### src/rtl/simple_risc_pkg.sv
// Shared widths, fetch FSM encoding and reset defaults for the Simple RISC front end.
package simple_risc_pkg;

    localparam int          INST_W           = 32;
    localparam int          BYTES_PER_INST   = 4;
    localparam logic [31:0] RESET_PC_DEFAULT = 32'h0;

    typedef enum logic {
        FETCH = 1'b0,
        HOLD  = 1'b1
    } fetch_state_e;

endpackage

### src/rtl/inst_assembler.sv
// Four byte lanes assembled little-endian into one instruction word; clear wins over write.
module inst_assembler
    import simple_risc_pkg::*;
(
    input  logic              Clk,
    input  logic              reset_n,
    input  logic              clr,
    input  logic              we,
    input  logic [1:0]        lane,
    input  logic [7:0]        din,
    output logic [INST_W-1:0] word
);

    logic [BYTES_PER_INST-1:0][7:0] lanes_q;

    always_ff @(posedge Clk or negedge reset_n) begin
        if (!reset_n) begin
            lanes_q <= '0;
        end else if (clr) begin
            lanes_q <= '0;
        end else if (we) begin
            lanes_q[lane] <= din;
        end
    end

    assign word = lanes_q;

endmodule

### src/rtl/fetch_sequencer.sv
// Byte-serial instruction fetch: issues four byte reads, assembles the word and hands it
// to decode with valid/ready; owns the fetch PC and takes branch redirects at top priority.
module fetch_sequencer
    import simple_risc_pkg::*;
#(
    parameter logic [31:0] RESET_PC  = RESET_PC_DEFAULT,
    parameter int          MEM_BYTES = 1024
) (
    input  logic              Clk,
    input  logic              reset_n,
    output logic              mem_rd,
    output logic [31:0]       mem_addr,
    input  logic              mem_gnt,
    input  logic [7:0]        mem_rdata,
    input  logic              isBranchTaken,
    input  logic [31:0]       branchPC,
    output logic              inst_valid,
    input  logic              inst_ready,
    output logic [31:0]       pc_current,
    output logic [INST_W-1:0] Instruction,
    output fetch_state_e      state_dbg
);

    localparam logic [31:0] ADDR_MASK = 32'(MEM_BYTES - 1);

    // Handshake: a byte read issues on mem_rd & mem_gnt and its data is on mem_rdata
    // the next cycle; an instruction transfers on inst_valid & inst_ready unless a
    // branch is taken in that same cycle, in which case decode discards it.

    fetch_state_e state, state_nxt;
    logic [31:0]  pc;
    logic [2:0]   issue_cnt;
    logic [2:0]   rcv_cnt;
    logic         rsp_pend;
    logic         issue;
    logic         capture;
    logic         transfer;

    assign issue    = mem_rd & mem_gnt;
    assign capture  = rsp_pend & ~isBranchTaken;
    assign transfer = (state == HOLD) & inst_ready & ~isBranchTaken;
    assign mem_addr = (pc + 32'(issue_cnt)) & ADDR_MASK;
    assign state_dbg = state;

    always_comb begin
        state_nxt  = state;
        mem_rd     = 1'b0;
        inst_valid = 1'b0;
        pc_current = '0;
        case (state)
            FETCH: begin
                // Held off while reset is asserted so no request leaks out of reset.
                mem_rd = reset_n & (issue_cnt < 3'd4) & ~isBranchTaken;
                if (capture && rcv_cnt == 3'd3) begin
                    state_nxt = HOLD;
                end
            end
            HOLD: begin
                inst_valid = 1'b1;
                pc_current = pc;
                if (transfer) begin
                    state_nxt = FETCH;
                end
            end
            default: state_nxt = FETCH;
        endcase
        if (isBranchTaken) begin
            state_nxt = FETCH;
        end
    end

    always_ff @(posedge Clk or negedge reset_n) begin
        if (!reset_n) begin
            state     <= FETCH;
            pc        <= RESET_PC & ADDR_MASK;
            issue_cnt <= '0;
            rcv_cnt   <= '0;
            rsp_pend  <= 1'b0;
        end else begin
            state <= state_nxt;
            if (isBranchTaken) begin
                pc        <= branchPC & ~32'h3 & ADDR_MASK;
                issue_cnt <= '0;
                rcv_cnt   <= '0;
                rsp_pend  <= 1'b0;
            end else if (transfer) begin
                pc        <= (pc + 32'd4) & ADDR_MASK;
                issue_cnt <= '0;
                rcv_cnt   <= '0;
                rsp_pend  <= 1'b0;
            end else begin
                rsp_pend <= issue;
                if (issue) begin
                    issue_cnt <= issue_cnt + 3'd1;
                end
                if (capture) begin
                    rcv_cnt <= rcv_cnt + 3'd1;
                end
            end
        end
    end

    inst_assembler u_asm (
        .Clk     (Clk),
        .reset_n (reset_n),
        .clr     (isBranchTaken | transfer),
        .we      (capture),
        .lane    (rcv_cnt[1:0]),
        .din     (mem_rdata),
        .word    (Instruction)
    );

endmodule

### config.mk
export PLATFORM = sky130hd
export DESIGN_NAME = fetch_sequencer
export DESIGN_NICKNAME = d
export VERILOG_FILES = /design/src/rtl/simple_risc_pkg.sv /design/src/rtl/inst_assembler.sv /design/src/rtl/fetch_sequencer.sv
export SDC_FILE = /design/constraint.sdc
export NUM_CORES = 1
export LEC_CHECK = 0
export CORE_MARGIN = 4
export CORE_UTILIZATION = 65
export CTS_BUF_LIST = sky130_fd_sc_hd__clkbuf_2
export DETAILED_ROUTE_END_ITERATION = 8
export DONT_BUFFER_PORTS = 1
export GPL_ROUTABILITY_DRIVEN = 0
export HOLD_SLACK_MARGIN = 0.06
export PLACE_DENSITY = 0.91
export SYNTH_ARGS = -nofsm -noshare
export SYNTH_HDL_FRONTEND = slang
export SYNTH_HIERARCHICAL = 1
export SYNTH_SLANG_ARGS = --single-unit
### constraint.sdc
create_clock -name Clk -period 2.6 [get_ports Clk]
set_input_delay 0.65 -clock Clk [delete_from_list [all_inputs] [get_ports Clk]]
set_output_delay 0.65 -clock Clk [all_outputs]
set_load 0.005 [all_outputs]
==> tab_implementation.tex, run 1 <==
\begin{tabular}{lr}
\hline
Metric & Value \\
\hline
\multicolumn{2}{l}{\textbf{Drt}} \\
Routed via count & 1751 \\
Wire per inst & 16.30 µm \\
Number of search-and-repair iterations in the first detailed-routing pass & 4 \\
Final ANT Viol Nets & 0 \\
DRC violation count after routing & 0 \\
Starting DRC count in detailed routing & 111 \\
Final routed wirelength across all metal layers & 5250 µm \\
Via/cell ratio & 5.438 \\
\multicolumn{2}{l}{\textbf{Timing}} \\
\# setup viols final & 0 \\
Final clock period utilization by the worst path & 91.34\% \\
Final worst path period need & 2375 ps \\
Sum of negative setup slack & 0 ps \\
Final number of max-transition violations & 0 \\
Post-route worst setup slack & 225.1 ps \\
Worst-case hold slack & 317.5 ps \\
Slew at the pin with the worst max-slew slack & 619.7 ps \\
Peak clock frequency supported by timing & 0.4211 GHz \\
Count of final hold-check violations & 0 \\
Worst clock skew & 23.16 ps \\
Max-slew headroom at the worst pin & 58.56\% \\
RSZ-0062 raised after global routing & no \\
\multicolumn{2}{l}{\textbf{Synthesis}} \\
Syn Std Cell Area & 2853 µm² \\
Prevailing post-synth register cell & sky130\_fd\_sc\_hd\_\_dfrtp\_1 \\
Syn avg cell area & 10.30 µm² \\
FFs w/ async S/R, synth & 100.0\% \\
Unique cell type count in the Yosys netlist & 36 \\
Share of the yosys chip area belonging to registers & 42.11\% \\
Number of instances in the synthesized netlist & 277 \\
Flop and latch count out of synthesis & 48 \\
Number of flops mapped to enable cells by yosys & 0 \\
Warning count from the yosys run & 6 \\
\multicolumn{2}{l}{\textbf{Critical path}} \\
Arrival time reported for the critical path endpoint & 1720 ps \\
Required time of the critical path & 1950 ps \\
Crit-path max cell delay & 480 ps \\
Kind of capture point of the worst setup path & primary output \\
Critical path cell sequence & ha\_1 > a21oi\_1 > nand2b\_1 > xnor2\_1 \\
Worst Setup Start Kind & flop \\
Biggest fanout along the worst timing path & 5 \\
Minimum setup slack among reg-to-reg paths & 730 ps \\
Critical-path top delay cell & sky130\_fd\_sc\_hd\_\_dfrtp\_1 \\
Category of the most critical setup path & reg2out \\
\multicolumn{2}{l}{\textbf{Clock network}} \\
H-tree lvl count & 2 \\
TritonCTS clock tree & yes \\
Clock Latency Late Sink & 420 ps \\
Clk root buf & sky130\_fd\_sc\_hd\_\_clkbuf\_2 \\
Number of gates resized after CTS & 0 \\
Count of clock tree sinks & 48 \\
Clock buffers created by TritonCTS & 5 \\
Clock Pin Slew Worst Setup and Hold Paths & 220 ps \\
Maximum number of buffers from clock root to sink & 2 \\
\multicolumn{2}{l}{\textbf{Floorplanning}} \\
Die footprint & 5513 µm² \\
Die width & 74.25 µm \\
Std-Cell Core Area & 4115 µm² \\
Number of core rows & 23 \\
DIE HEIGHT & 74.25 µm \\
Initial core utilization & 69.32\% \\
\# IOs & 144 \\
\multicolumn{2}{l}{\textbf{Place}} \\
Cell count after placement & 313 \\
Port buffer count & 0 \\
Worst setup slack after placement & 632.5 ps \\
Placed wire-length estimate & 3851 µm \\
Post-detailed-placement cell area & 2650 µm² \\
\multicolumn{2}{l}{\textbf{Hold path}} \\
Path type of the worst min-delay path & in2reg \\
\multicolumn{2}{l}{\textbf{Layout}} \\
Final \#Nets & 323 \\
Total of fill cells in the finished design & 333 \\
Area delta synth->final & -2.807\% \\
Non-Filler Instances & 322 \\
Layout cells sized above 1 & 5.515\% \\
Summed area of non-filler cells in the final layout & 2773 µm² \\
Final design utilization & 67.38\% \\
Highest-count cells in the layout ignoring fill and taps & sky130\_fd\_sc\_hd\_\_dfrtp\_1, sky130\_fd\_sc\_hd\_\_conb\_1, sky130\_fd\_sc\_hd\_\_nand2b\_1 \\
Number of antenna cells inserted & 0 \\
Most frequent standard cell in the layout excluding fill and tap cells & sky130\_fd\_sc\_hd\_\_dfrtp\_1 \\
\multicolumn{2}{l}{\textbf{Pwr}} \\
Leakage power total & 1.464 nW \\
VDD IR max & 0.0003090 V \\
Ratio of total power to cell area & 505.0 nW/µm² \\
Total power consumption of the routed design & 1.400 mW \\
\multicolumn{2}{l}{\textbf{Global route}} \\
Wire length of the first global-routing pass & 8079 µm \\
Largest net degree at the start of global routing & 49 \\
Total routing resource utilization after global routing & 19.17\% \\
Number of global-route vias before repair & 1732 \\
Remaining Overflow, GRT & 0 \\
Antenna violations before repair & 0 \\
\multicolumn{2}{l}{\textbf{Outcome}} \\
Outcome & finished clean \\
\multicolumn{2}{l}{\textbf{Run}} \\
Total of max-cap violations & 0 \\
\hline
\end{tabular}
area by class of cell:
cell class / instances / area (µm²) / area share (%)
Multi-Input combinational cell: 210 / 1368 / 49.32
Sequential cell: 48 / 1201 / 43.32
Tap cell: 50 / 62.56 / 2.256
Clock inverter: 2 / 60.06 / 2.166
Timing Repair Buffer: 2 / 37.54 / 1.354
Clock buffer: 5 / 25.02 / 0.9025
Inverter: 5 / 18.77 / 0.6769
Yosys cell counts (2+ instances only):
cell / number / area [µm²]
sky130_fd_sc_hd__dfrtp_1: 48 / 1201
sky130_fd_sc_hd__or4_1: 5 / 37.54
sky130_fd_sc_hd__xor2_1: 8 / 70.07
sky130_fd_sc_hd__and3_1: 2 / 12.51
sky130_fd_sc_hd__xnor2_1: 3 / 26.28
sky130_fd_sc_hd__nand3_1: 9 / 45.04
sky130_fd_sc_hd__buf_6: 2 / 22.52
sky130_fd_sc_hd__mux2i_1: 35 / 350.3
sky130_fd_sc_hd__buf_2: 3 / 15.01
sky130_fd_sc_hd__and2_1: 7 / 43.79
sky130_fd_sc_hd__nand2_1: 11 / 41.29
sky130_fd_sc_hd__a31oi_1: 3 / 18.77
sky130_fd_sc_hd__nand2b_1: 41 / 256.5
sky130_fd_sc_hd__o21ai_0: 3 / 15.01
sky130_fd_sc_hd__inv_1: 4 / 15.01
sky130_fd_sc_hd__ha_1: 6 / 75.07
sky130_fd_sc_hd__nor2_1: 10 / 37.54
sky130_fd_sc_hd__a21oi_1: 3 / 15.01
sky130_fd_sc_hd__clkbuf_1: 5 / 18.77
sky130_fd_sc_hd__o31ai_1: 2 / 15.01
sky130_fd_sc_hd__buf_4: 49 / 367.9
sky130_fd_sc_hd__nand3b_1: 2 / 15.01
sky130_fd_sc_hd__o211ai_1: 3 / 22.52
worst paths after layout:
path,from,end,cells after the start
hold / removal,isBranchTaken,pc[4],1
setup / recovery,pc[2],mem_addr[4],4
min in group asynchronous,reset_n,u_asm/word[1],2
max in group asynchronous,reset_n,u_asm/word[2],2
hold reg to reg,issue_cnt[0],issue_cnt[0],1
setup reg to reg,state_dbg,u_asm/word[17],4
report_power, final:
part / switching, mW / total [mW] / internal, mW
registers: 0.0294 / 0.795 / 0.766
logic: 0.0757 / 0.121 / 0.0451
clock network: 0.230 / 0.484 / 0.254
total: 0.336 / 1.40 / 1.06
timing repair:
action / 4_1_cts / 5_1_grt
setup endpoints to repair: 0 / 0
hold buffers: 2 / 0
setup buffers: 0 / 0
endpoints found under the hold margin: 48 / 0
critical path, delay by kind of cell, from the launching register on:
kind	cells	cell delay [ps]
AND/OR/NAND/NOR	1	160
XOR/XNOR	1	140
flip-flops	1	480
AO/OA/AOI/OAI	1	260
adder cells (fa/ha/maj)	1	280
cells by family after synthesis:
logic type	Yosys count	synth area share, %
AOI/OAI and AO/OA	15	3.333
buffers and inverters	65	16.01
xor gates and xnor gates	11	3.377
muxes	36	12.68
adders and majority gates	6	2.632
other	1	0.1315
and+or+nand+nor	95	19.74
DFF	48	42.11
flip-flops by register name, indices dropped and copies added, names as in the netlist:
signal      count
u_asm/word     32
pc              8
issue_cnt       3
rcv_cnt         3
rsp_pend        1
state_dbg       1
routing by layer:
| layer | track usage, % | wire [µm] | up-vias |
|---|---|---|---|
| met4 | 8.300 | 115 | 0 |
| met2 | 32.48 | 2509 | 90 |
| met3 | 5.811 | 548 | 15 |
| li1 | - | - | 816 |
| met5 | 0 | 0 | - |
| met1 | 22.62 | 2076 | 830 |
Note: power is estimated with default switching activity, not from simulation.
==> run 2, diff against run 1 <==
CORE_MARGIN = 2   (was 4)
SKIP_CTS_REPAIR_TIMING = 1   (was not set)
==> run 2 against run 1 <==
Sequential share of layout area grew 0.70 points. Register-to-register slack gained 40 ps. Utilization shrank 3.8 points. Total power down 14%. Critical path depth unchanged. Clock power down 39%.
==> tab_implementation.tex, run 2 (synthesis results as in run 1) <==
\begin{tabular}{lr}
\hline
Metric & Value \\
\hline
\multicolumn{2}{l}{\textbf{Layout}} \\
Area used by multi-input combinational logic & 1368 µm² (unchanged) \\
Total of fill cells in the finished design & 378 (+14\%) \\
Final \#Nets & 323 (unchanged) \\
Non-Filler Instances & 325 (+0.93\%) \\
Area delta synth->final & -4.342\% \\
Final design utilization & 63.55\% (-3.8 points) \\
Most frequent standard cell in the layout excluding fill and tap cells & sky130\_fd\_sc\_hd\_\_dfrtp\_1 \\
Area occupied by registers & 1201 µm² (unchanged) \\
Number of antenna cells inserted & 0 (unchanged) \\
Max FFs per register & 32 (unchanged) \\
Highest-count cells in the layout ignoring fill and taps & sky130\_fd\_sc\_hd\_\_dfrtp\_1, sky130\_fd\_sc\_hd\_\_conb\_1, sky130\_fd\_sc\_hd\_\_nand2b\_1 \\
Layout cells sized above 1 & 5.495\% (-0.020 points) \\
\multicolumn{2}{l}{\textbf{Pwr}} \\
Sequential Power Share & 65.7\% (+8.9 points) \\
Cell-internal power & 882.3 µW (-17\%) \\
Share of total power in the clock network & 24.5\% (-10 points) \\
Leakage power total & 1.445 nW (-1.3\%) \\
Ratio of total power to cell area & 443.5 nW/µm² (-12\%) \\
Fraction of power spent switching nets & 27.10\% (+3.1 points) \\
VDD IR max & 0.0002911 V (-5.8\%) \\
Total net switching power & 327.9 µW (-2.3\%) \\
Part of the total power dissipated in combinational logic & 9.8\% (+1.2 points) \\
\multicolumn{2}{l}{\textbf{Timing}} \\
Worst clock skew & 16.19 ps (-6.965 ps) \\
\# setup viols final & 0 (unchanged) \\
Peak clock frequency supported by timing & 0.4221 GHz (+0.25\%) \\
Slew at the pin with the worst max-slew slack & 621.7 ps (+1.969 ps) \\
Sum of negative setup slack & 0 ps (unchanged) \\
Count of final hold-check violations & 0 (unchanged) \\
Final number of max-transition violations & 0 (unchanged) \\
Final worst path period need & 2369 ps (-5.846 ps) \\
RSZ-0062 raised after global routing & no \\
Max-slew headroom at the worst pin & 58.43\% (-0.13 points) \\
Final clock period utilization by the worst path & 91.12\% (-0.22 points) \\
\multicolumn{2}{l}{\textbf{Global route}} \\
Remaining Overflow, GRT & 0 (unchanged) \\
Wire length of the first global-routing pass & 8045 µm (-0.42\%) \\
Largest net degree at the start of global routing & 50 (+2.0\%) \\
Total routing resource utilization after global routing & 20.74\% (+1.6 points) \\
Antenna violations before repair & 0 (unchanged) \\
Number of global-route vias before repair & 1615 (-6.8\%) \\
\multicolumn{2}{l}{\textbf{Drt}} \\
Via/cell ratio & 5.335 (-1.9\%) \\
DRC violation count after routing & 0 (unchanged) \\
Final routed wirelength across all metal layers & 4793 µm (-8.7\%) \\
Final ANT Viol Nets & 0 (unchanged) \\
Wire per inst & 14.75 µm (-9.5\%) \\
Routed via count & 1734 (-0.97\%) \\
Number of search-and-repair iterations in the first detailed-routing pass & 4 (unchanged) \\
Starting DRC count in detailed routing & 113 (+1.8\%) \\
\multicolumn{2}{l}{\textbf{Clock network}} \\
TritonCTS clock tree & yes \\
Clock buffers created by TritonCTS & 5 (unchanged) \\
Clk root buf & sky130\_fd\_sc\_hd\_\_clkbuf\_2 \\
H-tree lvl count & 2 (unchanged) \\
Maximum number of buffers from clock root to sink & 2 (unchanged) \\
Clock Pin Slew Worst Setup and Hold Paths & 210 ps (about the same) \\
Clock Latency Late Sink & 420 ps (about the same) \\
Count of clock tree sinks & 48 (unchanged) \\
\multicolumn{2}{l}{\textbf{Floorplanning}} \\
\# IOs & 144 (unchanged) \\
Initial core utilization & 66.43\% (-2.9 points) \\
DIE HEIGHT & 70.25 µm (-5.4\%) \\
Die footprint & 4935 µm² (-10\%) \\
Number of core rows & 24 (+4.3\%) \\
Std-Cell Core Area & 4294 µm² (+4.3\%) \\
Die width & 70.25 µm (-5.4\%) \\
\multicolumn{2}{l}{\textbf{Place}} \\
Placed wire-length estimate & 3466 µm (-10\%) \\
Port buffer count & 0 (unchanged) \\
Cell count after placement & 315 (+0.64\%) \\
\multicolumn{2}{l}{\textbf{Critical path}} \\
Critical path startpoint & pc[2] \\
Arrival time reported for the critical path endpoint & 1720 ps (about the same) \\
Worst Setup Start Kind & flop \\
Critical-path top delay cell & sky130\_fd\_sc\_hd\_\_dfrtp\_1 \\
Category of the most critical setup path & reg2out \\
Worst R2R Path Depth & 4 (unchanged) \\
Biggest fanout along the worst timing path & 5 (unchanged) \\
Crit-path max cell delay & 490 ps (about the same) \\
Kind of capture point of the worst setup path & primary output \\
Reg2Reg Capture Point & u\_asm/word[24] \\
Required time of the critical path & 1950 ps (about the same) \\
Critical path cell sequence & ha\_1 > a21oi\_1 > nand2b\_1 > xnor2\_1 \\
Minimum setup slack among reg-to-reg paths & 770 ps (+40 ps) \\
Destination of the critical timing path & mem\_addr[4] \\
Source of the worst register-to-register timing path & state\_dbg \\
\multicolumn{2}{l}{\textbf{Outcome}} \\
Outcome & finished clean \\
\multicolumn{2}{l}{\textbf{Run}} \\
Total of max-cap violations & 0 (unchanged) \\
\multicolumn{2}{l}{\textbf{Hold path}} \\
Path type of the worst min-delay path & in2reg \\
\hline
\end{tabular}
==> run 2: metrics by stage <==
stage	power (mW)	cell area (µm²)	hold slack, ps	setup slack [ps]
finish	1.210	2729	315.0	231.0
global route	1.267	2729	282.4	75.68
CTS	1.199	2691	-148.0	201.8
detailed placement	0.9072	2653	355.6	675.4
global placement	0.9032	2653	355.5	732.8
floorplan	0.9505	3025	354.4	865.8
==> run 2: power by group through the flow <==
stage | sequential (mW) | combinational (mW) | clock (mW)
finish | 0.796 | 0.118 | 0.296
global route | 0.801 | 0.136 | 0.330
CTS | 0.796 | 0.0983 | 0.305
detailed placement | 0.809 | 0.0982 | 0
global placement | 0.807 | 0.0959 | 0
floorplan | 0.795 | 0.156 | 0
==> run 2: cell type report <==
class | instances | share of cell area (%)
multi-input cells | 210 | 50.11
inverters | 5 | 0.6878
clock buffers | 7 | 1.284
repair buffers | 2 | 1.376
clock inverters | 1 | 0.1376
well taps | 52 | 2.384
flip-flops and latches | 48 | 44.02
==> run 2: worst min path at each step <==
stage	from	to	slack, ps	depth (start not counted)
6_report	isBranchTaken	pc[4]	310	1
5_1_grt	isBranchTaken	pc[3]	280	1
4_1_cts	reset_n	issue_cnt[1]	-150	0
3_5_place_dp	reset_n	issue_cnt[1]	360	0
3_3_place_gp	reset_n	pc[2]	360	0
2_1_floorplan	reset_n	issue_cnt[0]	350	0
==> run 2: worst max-delay path, delay by kind of cell, from the launching register on <==
kind | cells | cell delay [ps]
XOR/XNOR | 1 | 140
adder cells (fa/ha/maj) | 1 | 280
AO/OA/AOI/OAI | 1 | 250
flip-flops | 1 | 490
AND/OR/NAND/NOR | 1 | 160
==> run 2: per-layer routing <==
| metal | up-vias | share of wire [%] | global-route usage (%) |
|---|---|---|---|
| met5 | - | 0 | 0 |
| li1 | 817 | - | - |
| met2 | 70 | 50 | 32.18 |
| met3 | 10 | 6.4 | 5.483 |
| met1 | 837 | 42 | 28.46 |
| met4 | 0 | 1.8 | 6.838 |
